[src/rtl/dither_result_streamer_pkg.sv]
// Shared types for the dithering pipeline: control states, result-streamer states and widths.
package dither_result_streamer_pkg;

  localparam int PIX_W  = 8;
  localparam int CSUM_W = 16;

  typedef enum logic [2:0] {
    S0_IDLE,
    S1_LOAD,
    S2_DITHER,
    S3_WRITE,
    S4_CC1
  } state_t;

  typedef enum logic [1:0] {
    SS_IDLE,
    SS_STREAM,
    SS_DONE
  } stream_state_t;

endpackage

[src/rtl/dither_result_streamer_if.sv]
// Byte link towards the MCU: the streamer offers tx_data/data_valid, the MCU answers mcu_rx_ready.
interface dither_result_streamer_if
  import dither_result_streamer_pkg::*;
#(
  parameter int DW = PIX_W
) ();

  logic [DW-1:0] tx_data;
  logic          data_valid;
  logic          mcu_rx_ready;

  modport master (output tx_data, output data_valid, input  mcu_rx_ready);
  modport slave  (input  tx_data, input  data_valid, output mcu_rx_ready);

endinterface

[src/rtl/dither_result_streamer_prefetch_buf.sv]
// Two-entry synchronous FIFO; head visible combinationally, push/pop same cycle leaves count unchanged.
// No internal overflow/underflow guard: the caller's credit logic keeps push and pop legal.
module stream_prefetch_buf
  import dither_result_streamer_pkg::*;
#(
  parameter int W = PIX_W
) (
  input  logic         clk,
  input  logic         rst,
  input  logic         push_vld,
  input  logic [W-1:0] push_dat,
  input  logic         pop_vld,
  output logic [W-1:0] head_dat,
  output logic [1:0]   count
);

  logic [W-1:0] mem_q [2];
  logic [W-1:0] mem_d [2];
  logic         wr_ptr_q, wr_ptr_d;
  logic         rd_ptr_q, rd_ptr_d;
  logic [1:0]   count_q, count_d;

  always_comb begin
    mem_d    = mem_q;
    wr_ptr_d = wr_ptr_q;
    rd_ptr_d = rd_ptr_q;
    count_d  = count_q;
    if (push_vld) begin
      mem_d[wr_ptr_q] = push_dat;
      wr_ptr_d        = ~wr_ptr_q;
    end
    if (pop_vld) begin
      rd_ptr_d = ~rd_ptr_q;
    end
    count_d = count_q + {1'b0, push_vld} - {1'b0, pop_vld};
  end

  always_ff @(posedge clk or posedge rst) begin
    if (rst) begin
      mem_q    <= '{default: '0};
      wr_ptr_q <= 1'b0;
      rd_ptr_q <= 1'b0;
      count_q  <= 2'd0;
    end else begin
      mem_q    <= mem_d;
      wr_ptr_q <= wr_ptr_d;
      rd_ptr_q <= rd_ptr_d;
      count_q  <= count_d;
    end
  end

  assign head_dat = mem_q[rd_ptr_q];
  assign count    = count_q;

endmodule

[src/rtl/dither_result_streamer.sv]
// Streams the dithered frame from pixel SRAM to the MCU link, one byte per accepted transfer; first byte 3 cycles after start.
// Backpressure: a 2-entry prefetch buffer absorbs the 1-cycle SRAM latency; reads stop while buffer plus in-flight reaches 2.
module dither_result_streamer
  import dither_result_streamer_pkg::*;
#(
  parameter int IMAGEX           = 4,
  parameter int IMAGEY           = 4,
  parameter int IMAGE_SIZE       = IMAGEX * IMAGEY,
  parameter int IMAGE_ADDR_WIDTH = $clog2(IMAGE_SIZE),
  parameter int RGB_SIZE         = PIX_W
) (
  input  logic                        clk,
  input  logic                        reset,
  input  logic                        start,
  output logic                        sram_rd,
  output logic [IMAGE_ADDR_WIDTH-1:0] sram_addr,
  input  logic [RGB_SIZE-1:0]         sram_rdata,
  dither_result_streamer_if.master    tx,
  output logic                        busy,
  output logic                        done,
  output logic [CSUM_W-1:0]           frame_checksum
);

  localparam int AW = IMAGE_ADDR_WIDTH;
  localparam logic [AW:0] FRAME_LEN = IMAGE_SIZE[AW:0];
  localparam logic [AW:0] ONE       = 1;

  stream_state_t       state_q, state_d;
  logic [AW:0]         rd_addr_q, rd_addr_d;
  logic [AW:0]         sent_q, sent_d;
  logic [CSUM_W-1:0]   csum_q, csum_d;
  logic                inflight_q, inflight_d;

  logic [RGB_SIZE-1:0] buf_head;
  logic [1:0]          buf_count;
  logic                buf_nonempty;
  logic                xfer;
  logic                issue;

  stream_prefetch_buf #(.W(RGB_SIZE)) u_prefetch_buf (
    .clk      (clk),
    .rst      (reset),
    .push_vld (inflight_q),
    .push_dat (sram_rdata),
    .pop_vld  (xfer),
    .head_dat (buf_head),
    .count    (buf_count)
  );

  assign buf_nonempty = (buf_count != 2'd0);
  assign xfer         = (state_q == SS_STREAM) && buf_nonempty && tx.mcu_rx_ready;

  always_comb begin
    state_d    = state_q;
    rd_addr_d  = rd_addr_q;
    sent_d     = sent_q;
    csum_d     = csum_q;
    inflight_d = 1'b0;
    issue      = 1'b0;
    case (state_q)
      SS_IDLE: begin
        if (start) begin
          state_d   = SS_STREAM;
          rd_addr_d = '0;
          sent_d    = '0;
          csum_d    = '0;
        end
      end
      SS_STREAM: begin
        // A pop this cycle frees a slot, which is what keeps ready-high streaming at one byte per cycle.
        issue = (rd_addr_q < FRAME_LEN) &&
                ((({1'b0, inflight_q} + buf_count) < 2'd2) || xfer);
        if (issue) begin
          rd_addr_d = rd_addr_q + ONE;
        end
        inflight_d = issue;
        if (xfer) begin
          sent_d = sent_q + ONE;
          csum_d = csum_q + CSUM_W'(buf_head);
          if ((sent_q + ONE) == FRAME_LEN) begin
            state_d = SS_DONE;
          end
        end
      end
      SS_DONE: begin
        state_d = SS_IDLE;
      end
      default: begin
        state_d = SS_IDLE;
      end
    endcase
  end

  always_ff @(posedge clk or posedge reset) begin
    if (reset) begin
      state_q    <= SS_IDLE;
      rd_addr_q  <= '0;
      sent_q     <= '0;
      csum_q     <= '0;
      inflight_q <= 1'b0;
    end else begin
      state_q    <= state_d;
      rd_addr_q  <= rd_addr_d;
      sent_q     <= sent_d;
      csum_q     <= csum_d;
      inflight_q <= inflight_d;
    end
  end

  // rd_addr wraps to 0 in the low bits once the frame is fully read, so sram_addr stays in range.
  assign sram_rd        = issue;
  assign sram_addr      = rd_addr_q[AW-1:0];
  assign tx.tx_data     = buf_head;
  assign tx.data_valid  = (state_q == SS_STREAM) && buf_nonempty;
  assign busy           = (state_q == SS_STREAM);
  assign done           = (state_q == SS_DONE);
  assign frame_checksum = csum_q;

endmodule
[src/flat_wrapper.sv]
// flat-port wrapper written by rule: the top's interface ports become plain ports
module dither_result_streamer_flat import dither_result_streamer_pkg::*;
#(
  parameter int IMAGEX           = 4,
  parameter int IMAGEY           = 4,
  parameter int IMAGE_SIZE       = IMAGEX * IMAGEY,
  parameter int IMAGE_ADDR_WIDTH = $clog2(IMAGE_SIZE),
  parameter int RGB_SIZE         = PIX_W
)
  (clk, reset, start, sram_rd, sram_addr, sram_rdata, busy, done, frame_checksum, tx_tx_data, tx_data_valid, tx_mcu_rx_ready);
  dither_result_streamer_if tx_i ();
  input  logic clk;
  input  logic reset;
  input  logic start;
  output logic sram_rd;
  output logic [IMAGE_ADDR_WIDTH-1:0] sram_addr;
  input  logic [RGB_SIZE-1:0] sram_rdata;
  output logic busy;
  output logic done;
  output logic [CSUM_W-1:0] frame_checksum;
  output wire logic [$bits(tx_i.tx_data)-1:0] tx_tx_data;
  output wire logic [$bits(tx_i.data_valid)-1:0] tx_data_valid;
  input wire logic [$bits(tx_i.mcu_rx_ready)-1:0] tx_mcu_rx_ready;
  assign tx_tx_data = tx_i.tx_data;
  assign tx_data_valid = tx_i.data_valid;
  assign tx_i.mcu_rx_ready = tx_mcu_rx_ready;
  dither_result_streamer #(.IMAGEX(IMAGEX), .IMAGEY(IMAGEY), .IMAGE_SIZE(IMAGE_SIZE), .IMAGE_ADDR_WIDTH(IMAGE_ADDR_WIDTH), .RGB_SIZE(RGB_SIZE)) u_core (.clk(clk), .reset(reset), .start(start), .sram_rd(sram_rd), .sram_addr(sram_addr), .sram_rdata(sram_rdata), .tx(tx_i), .busy(busy), .done(done), .frame_checksum(frame_checksum));
endmodule
[config.mk]
export PLATFORM = sky130hd
export DESIGN_NAME = dither_result_streamer_flat
export DESIGN_NICKNAME = d
export VERILOG_FILES = /design/src/rtl/dither_result_streamer_pkg.sv /design/src/rtl/dither_result_streamer_if.sv /design/src/rtl/dither_result_streamer_prefetch_buf.sv /design/src/rtl/dither_result_streamer.sv /design/src/flat_wrapper.sv
export SDC_FILE = /design/constraint.sdc
export NUM_CORES = 1
export LEC_CHECK = 0
export ABC_AREA = 1
export BUFFER_PORTS_ARGS = -buffer_cell sky130_fd_sc_hd__clkbuf_2
export CAP_MARGIN = 20
export CORE_MARGIN = 5
export CORE_UTILIZATION = 30
export DETAILED_ROUTE_END_ITERATION = 16
export SLEW_MARGIN = 10
export SYNTH_ARGS = -nofsm -noshare
export SYNTH_HDL_FRONTEND = slang
export SYNTH_SLANG_ARGS = --single-unit
[constraint.sdc]
create_clock -name clk -period 2.6 [get_ports clk]
set_input_delay 0 -clock clk [delete_from_list [all_inputs] [get_ports clk]]
set_output_delay 0 -clock clk [all_outputs]
set_load 0.01 [all_outputs]
---- Word-level counts from Yosys, hierarchy flattened ----
Index checks and enable logic that the tools add are counted.
storage, ports and cells
  flip-flop bits (word level) ............. 49
  bits of input ports ..................... 12
cells by class
  bitwise gates (word level) .............. 4
  reduce and logical (&&, ||, !) cells .... 11
  equal/unequal tests ..................... 7
  multiplexer cells ....................... 19
  add/sub/neg operators ................... 5
  $lt $le $gt $ge ......................... 5
operators with widths
  kind                                                                          count
  16-bit 2-to-1 mux                                                             2
  8-bit 2-to-1 mux                                                              4
  16-bit one-hot mux with 2 select lines                                        1
  5-bit one-hot mux with 2 select lines                                         2
  16-bit by 8-bit adder with 16-bit output                                      1
  16-bit bitwise mux                                                            1
  5-bit 2-to-1 mux                                                              3
  5-bit by 1-bit adder with 5-bit output, second input constant                 2
  3-bit AND reduction                                                           3
  8-bit demux with 1-bit select                                                 1
  2-bit 2-to-1 mux                                                              3
  2-bit by 1-bit != test with 1-bit output, second input constant               3
  5-bit == test, second input constant                                          1
  5-bit less-than comparator, second input constant                             1
  2-bit greater-or-equal comparator, second input constant                      2
  1-bit logical AND                                                             4
  1-bit NOT with 2-bit output                                                   2
  2-bit one-hot mux with 2 select lines                                         1
  2-bit nonzero test                                                            2
  1-bit by 2-bit adder with 2-bit output                                        1
  2-bit by 1-bit == test with 1-bit output, second input constant               1
  2-bit == test, second input constant                                          1
  2-bit logical NOT                                                             1
  2-bit by 1-bit less-than comparator with 1-bit output, second input constant  1
  other kinds (6)                                                               7

---- Depth between registers and ports, before layout ----
  word-level depth ........................ 7
  depth in mapped cells ................... 13

---- By module ----
Synthesis repeated with hierarchy kept, for this count alone.
second synthesis, totals
  cell total of the unflattened synthesis .. 380
  area total of the unflattened synthesis .. 2880.3 µm²
modules (own cells, without submodules)
  module                  cells each  times used  area an instance (µm²)
  dither_result_streamer  273         1           1971.9
  stream_prefetch_buf     107         1           908.4

---- Least setup slack after synthesis ----
No wires, ideal clock.
  path kind ............................... flip-flop to flip-flop
  from .................................... register u_core.u_prefetch_buf.rd_ptr_q
  to ...................................... register u_core.csum_q[8], in the netlist u_core.frame_checksum[8]
  cell stages (with the launch flop) ...... 13
  slack ................................... 0.393 ns
  setup time .............................. 0.117 ns
  data required time ...................... 2.483 ns
  arrival time ............................ 2.090 ns
  path buffers ............................ 1
  cell sequence ........................... dfrtp_1 buf_2 mux2_2 ha_1 fa_1 nand2_1 nor2_1 o21ai_0 nand2_1 nand2_1 nand2_1 nand2_1 nor2_1
between the ends
  word-level cells in the longest chain between the ends .. 7
RTL lines
  item                                                  RTL line                                   RTL
  from (decl)                                           dither_result_streamer_prefetch_buf.sv:20  logic rd_ptr_q, rd_ptr_d;
  from (signal assigned)                                dither_result_streamer_prefetch_buf.sv:47  rd_ptr_q <= rd_ptr_d;
  1-bit NOT with 2-bit output (not written as such)     dither_result_streamer_prefetch_buf.sv:52  assign head_dat = mem_q[rd_ptr_q];
  8-bit 2-to-1 mux (not written as such) (3 in series)  dither_result_streamer_prefetch_buf.sv:52
  via tx_tx_data[0]                                     flat_wrapper.sv:21                         output wire logic [$bits(tx_i.tx_data)-1:0] tx_tx_data;
  16-bit by 8-bit adder with 16-bit output              dither_result_streamer.sv:79               csum_d = csum_q + CSUM_W'(buf_head);
  16-bit 2-to-1 mux                                     dither_result_streamer.sv:77               if (xfer) begin
  16-bit one-hot mux with 2 select lines                dither_result_streamer.sv:60               case (state_q)
  to (signal assigned)                                  dither_result_streamer.sv:105              csum_q <= csum_d;
  to (decl)                                             dither_result_streamer.sv:31               logic [CSUM_W-1:0] csum_q, csum_d;
The timed path passes the listed nets, and every way through them passes these cells. The select of a mux whose other input is x is not followed.
A chain may end at the register's enable or synchronous reset.

---- Worst setup path in the final report ----
  from .................................... register u_core.u_prefetch_buf.rd_ptr_q
  to ...................................... register u_core.csum_q[11], in the netlist u_core.frame_checksum[11]
between the ends
  word-level cells in the longest chain between the ends .. 7
RTL lines
  item                                                  RTL line
  1-bit NOT with 2-bit output (not written as such)     dither_result_streamer_prefetch_buf.sv:52
  8-bit 2-to-1 mux (not written as such) (3 in series)  dither_result_streamer_prefetch_buf.sv:52
  16-bit by 8-bit adder with 16-bit output              dither_result_streamer.sv:79
  16-bit 2-to-1 mux                                     dither_result_streamer.sv:77
  16-bit one-hot mux with 2 select lines                dither_result_streamer.sv:60
Every way passes these cells. The select of a mux whose other input is x is not followed.

==> flow_metrics.py <==
metrics = {
    "synth": {
        "synth_cells": 348,
        "synth_top_family_by_area": "simple AND/OR/NAND/NOR gates",
        "yosysWarnings": 0,
        "synth.avg_cell_area_um2": 8.054,
        "synthXorXnorAreaFrac_pct": 3.080,
        "synthAdderAreaFrac_pct": 6.071,
        "synth_area_leaders": "dfrtp_1 44%, nand2_1 12%, nand3_1 5.9%, ha_1 5.4%, inv_1 5.2%",
        "synth_cell_types": 31,
        "synth_mux_area_share_pct": 3.571,
        "synthSimpleGateAreaFrac_pct": 26.43,
        "syn-cell-area_um2": 2803,
        "synth-seq-cells": 49,
        "synth_top_area_share_pct": 43.75,
        "yosysTopAreaCell": "dfrtp_1",
        "synth-compound-area-share_pct": 8.571,
        "synth_nets": 373,
        "yosysSeqAreaShare_pct": 43.75,
    },
    "pwr": {
        "clkPwrFrac_pct": 10.4,
        "switchingPower_mw": 2.169,
        "vdd_drop_max_uv": 340.8,
        "power_frac_seq_pct": 31.7,
        "power_leakage_nw": 1.753,
        "internal-power_mw": 2.289,
        "combPwrFrac_pct": 57.9,
        "p_sw_share_pct": 48.66,
        "p_total_mw": 4.457,
        "power_density_nw_per_um2": 1359,
    },
    "grt": {
        "grt_overflow": 0,
        "grt_pass1_wl_mm": 11.00,
        "first_global_vias": 2313,
        "antenna_found_initial": 0,
        "track_usage_pct": 11.94,
        "grt_max_degree": 50,
    },
    "clock_tree": {
        "clock_path_buffers": 2,
        "cts_root_buf": "clkbuf_8",
        "clk_latency_ns": 0.30,
        "h-tree-depth": 2,
        "clkSinkCount": 49,
        "cts_tree": "built",
        "ctsResizeCount": 0,
        "clkTransAtPathRegs_ns": 0.09,
        "cts_buffers": 5,
    },
    "critical_path": {
        "crit_fanout": 6,
        "cp_cell_sequence": "buf_4, mux2_2, ha_1, nand2_1, nand3_1, nand3_1, nand3_1, nand3_1, nand2_1, nor2_1",
        "worstSetupPathType": "flip-flop to flip-flop",
        "end_kind": "flip-flop",
        "slowest_stage": "dfrtp_1",
        "max_stage_delay_ns": 0.45,
        "worstPathArrival_ns": 2.52,
        "crit_path_start_kind": "flip-flop",
        "regToRegSetupSlack_ns": 0.32,
        "path_common_cell": "nand3_1",
        "required_ns": 2.84,
    },
    "drt": {
        "drtPass1Iterations": 4,
        "viasPerCell": 4.676,
        "routed_wl_mm": 6.495,
        "wl_per_cell_um": 12.76,
        "final_antenna_net_count": 0,
        "vias": 2380,
        "drc": 0,
        "dr.first_iter.drc_count": 130,
    },
    "floorplan": {
        "core_um2": 9153,
        "design.die.area_um2": 11380,
        "io-pin-count": 44,
        "num_rows": 35,
        "start_util_pct": 30.62,
        "chipWidth_um": 106.7,
        "die_height_um": 106.7,
    },
    "placement": {
        "gp_congestion": 0.8814,
        "placed_cell_area_um2": 3072,
        "portBuffers": 43,
        "dpl.hpwl_mm": 4.908,
    },
    "sta": {
        "drv_slew": 0,
        "fmax_mhz": 437.8,
        "fin_crit_ns": 2.284,
        "slew_headroom_pct": 59.31,
        "fin_skew_ns": 0.007372,
        "hold_violations": 0,
        "setup-tns-final_ns": 0,
        "rsz0062_at_grt": "no",
        "setup_viol": 0,
        "finalCritPeriodShare_pct": 87.84,
        "worst_slew_pin_slew_ns": 0.6082,
    },
    "final_layout": {
        "drive_gt1_share_pct": 17.84,
        "diodes": 0,
        "n_fill_cell": 960,
        "fin_util_pct": 35.83,
        "layout_common_cells": "90 x nand2_1, 49 x dfrtp_1, 43 x clkbuf_2",
        "syn_to_final_growth_pct": 17.01,
        "fin_nets": 422,
        "layout_commonest_cell": "nand2_1",
        "final_cell_area_um2": 3279,
    },
    "run": {
        "drv_cap": 0,
    },
    "outcome": {
        "status": "finished, final reports clean",
    },
    "hold_path": {
        "hp-class": "input pin to async pin",
    },
}
layout make-up:
cell class	instances	area [µm²]	share of cell area, %
Multi-Input combinational cell	247	1338	40.79
Timing Repair Buffer	55	342.8	10.45
Clock inverter	2	15.01	0.4578
Inverter	39	146.4	4.464
Sequential cell	49	1226	37.39
Tap cell	111	138.9	4.235
Clock buffer	6	72.57	2.213
sequential cells by signal, indices dropped and copies added (netlist names):
name / flops
u_core.sent_q: 5
u_core.u_prefetch_buf.rd_ptr_q: 1
u_core.u_prefetch_buf.mem_q: 16
u_core.state_q: 2
u_core.u_prefetch_buf.wr_ptr_q: 1
u_core.rd_addr_q: 5
u_core.u_prefetch_buf.count: 2
u_core.frame_checksum: 16
u_core.inflight_q: 1
per-stage QoR:
stage	worst slack, ns	instances	hold slack, ns
detailed placement	0.3224	490	0.2594
floorplan	0.3927	348	0.1473
finish	0.3161	509	0.1613
global route	0.1068	509	0.1996
CTS	0.2937	508	0.1785
global placement	0.3496	490	0.2468
Yosys cell counts:
library cell / n
buf_6: 3
mux2_2: 8
buf_4: 4
nand4_1: 5
xnor2_1: 1
nor2_1: 33
nor2_4: 1
nand3b_1: 1
buf_2: 5
a31oi_1: 1
inv_1: 39
nand2_2: 4
o21ai_1: 4
a21boi_0: 1
o21ai_0: 23
a21oi_1: 12
mux2i_1: 1
dfrtp_1: 49
ha_1: 12
nand3_1: 33
fa_1: 1
xor2_1: 7
a21oi_4: 1
clkbuf_1: 1
or2_2: 1
o21a_1: 1
xnor2_2: 1
o21bai_1: 1
nand2_4: 2
nor3_1: 2
nand2_1: 90
power by group through the flow:
| stage | Clock, mW | Combinational [mW] | Sequential, mW |
|---|---|---|---|
| 4_1_cts | 0.477 | 2.61 | 1.42 |
| 6_report | 0.462 | 2.58 | 1.41 |
| 3_5_place_dp | 0 | 2.59 | 1.43 |
| 2_1_floorplan | 0 | 1.97 | 1.37 |
| 3_3_place_gp | 0 | 2.54 | 1.43 |
| 5_1_grt | 0.500 | 2.96 | 1.46 |
routing by layer:
metal	wire (µm)	share of wire [%]	up-vias	global-route usage, %
li1	-	-	1213	-
met1	3168	49	1117	15.86
met2	2927	45	45	19.47
met3	324	5.0	5	3.070
met4	74	1.1	0	3.014
met5	0	0	-	0
critical path: cells and delay by family, from the launching register on:
kind	cells	cell delay (ns)
flops	1	0.45
fa+ha+maj	1	0.40
simple gates	7	0.80
buf+inv	1	0.19
mux	1	0.37
logic make-up after synthesis:
logic type | after synthesis
XOR/XNOR | 9
AO/OA/AOI/OAI | 44
adder cells (fa/ha/maj) | 13
AND/OR/NAND/NOR | 172
multiplexers | 9
flip-flops | 49
buffers and inverters | 52
what timing repair did:
action | CTS | global route
hold buffers | 10 | 0
hold endpoints to repair | 66 | 0
setup buffers | 0 | 0
final timing paths:
path                                                 from                              end  depth (start not counted)
max                        u_core.u_prefetch_buf.rd_ptr_q        u_core.frame_checksum[11]                         10
min                                                 reset              u_core.rd_addr_q[0]                          3
max reg2reg                u_core.u_prefetch_buf.rd_ptr_q        u_core.frame_checksum[11]                         10
min reg2reg                u_core.u_prefetch_buf.mem_q[0]   u_core.u_prefetch_buf.mem_q[0]                          2
max in group asynchronous                           reset  u_core.u_prefetch_buf.mem_q[11]                          4
min in group clk                          tx_mcu_rx_ready   u_core.u_prefetch_buf.rd_ptr_q                          3
No activity file was read; power rests on OpenSTA's default activity.
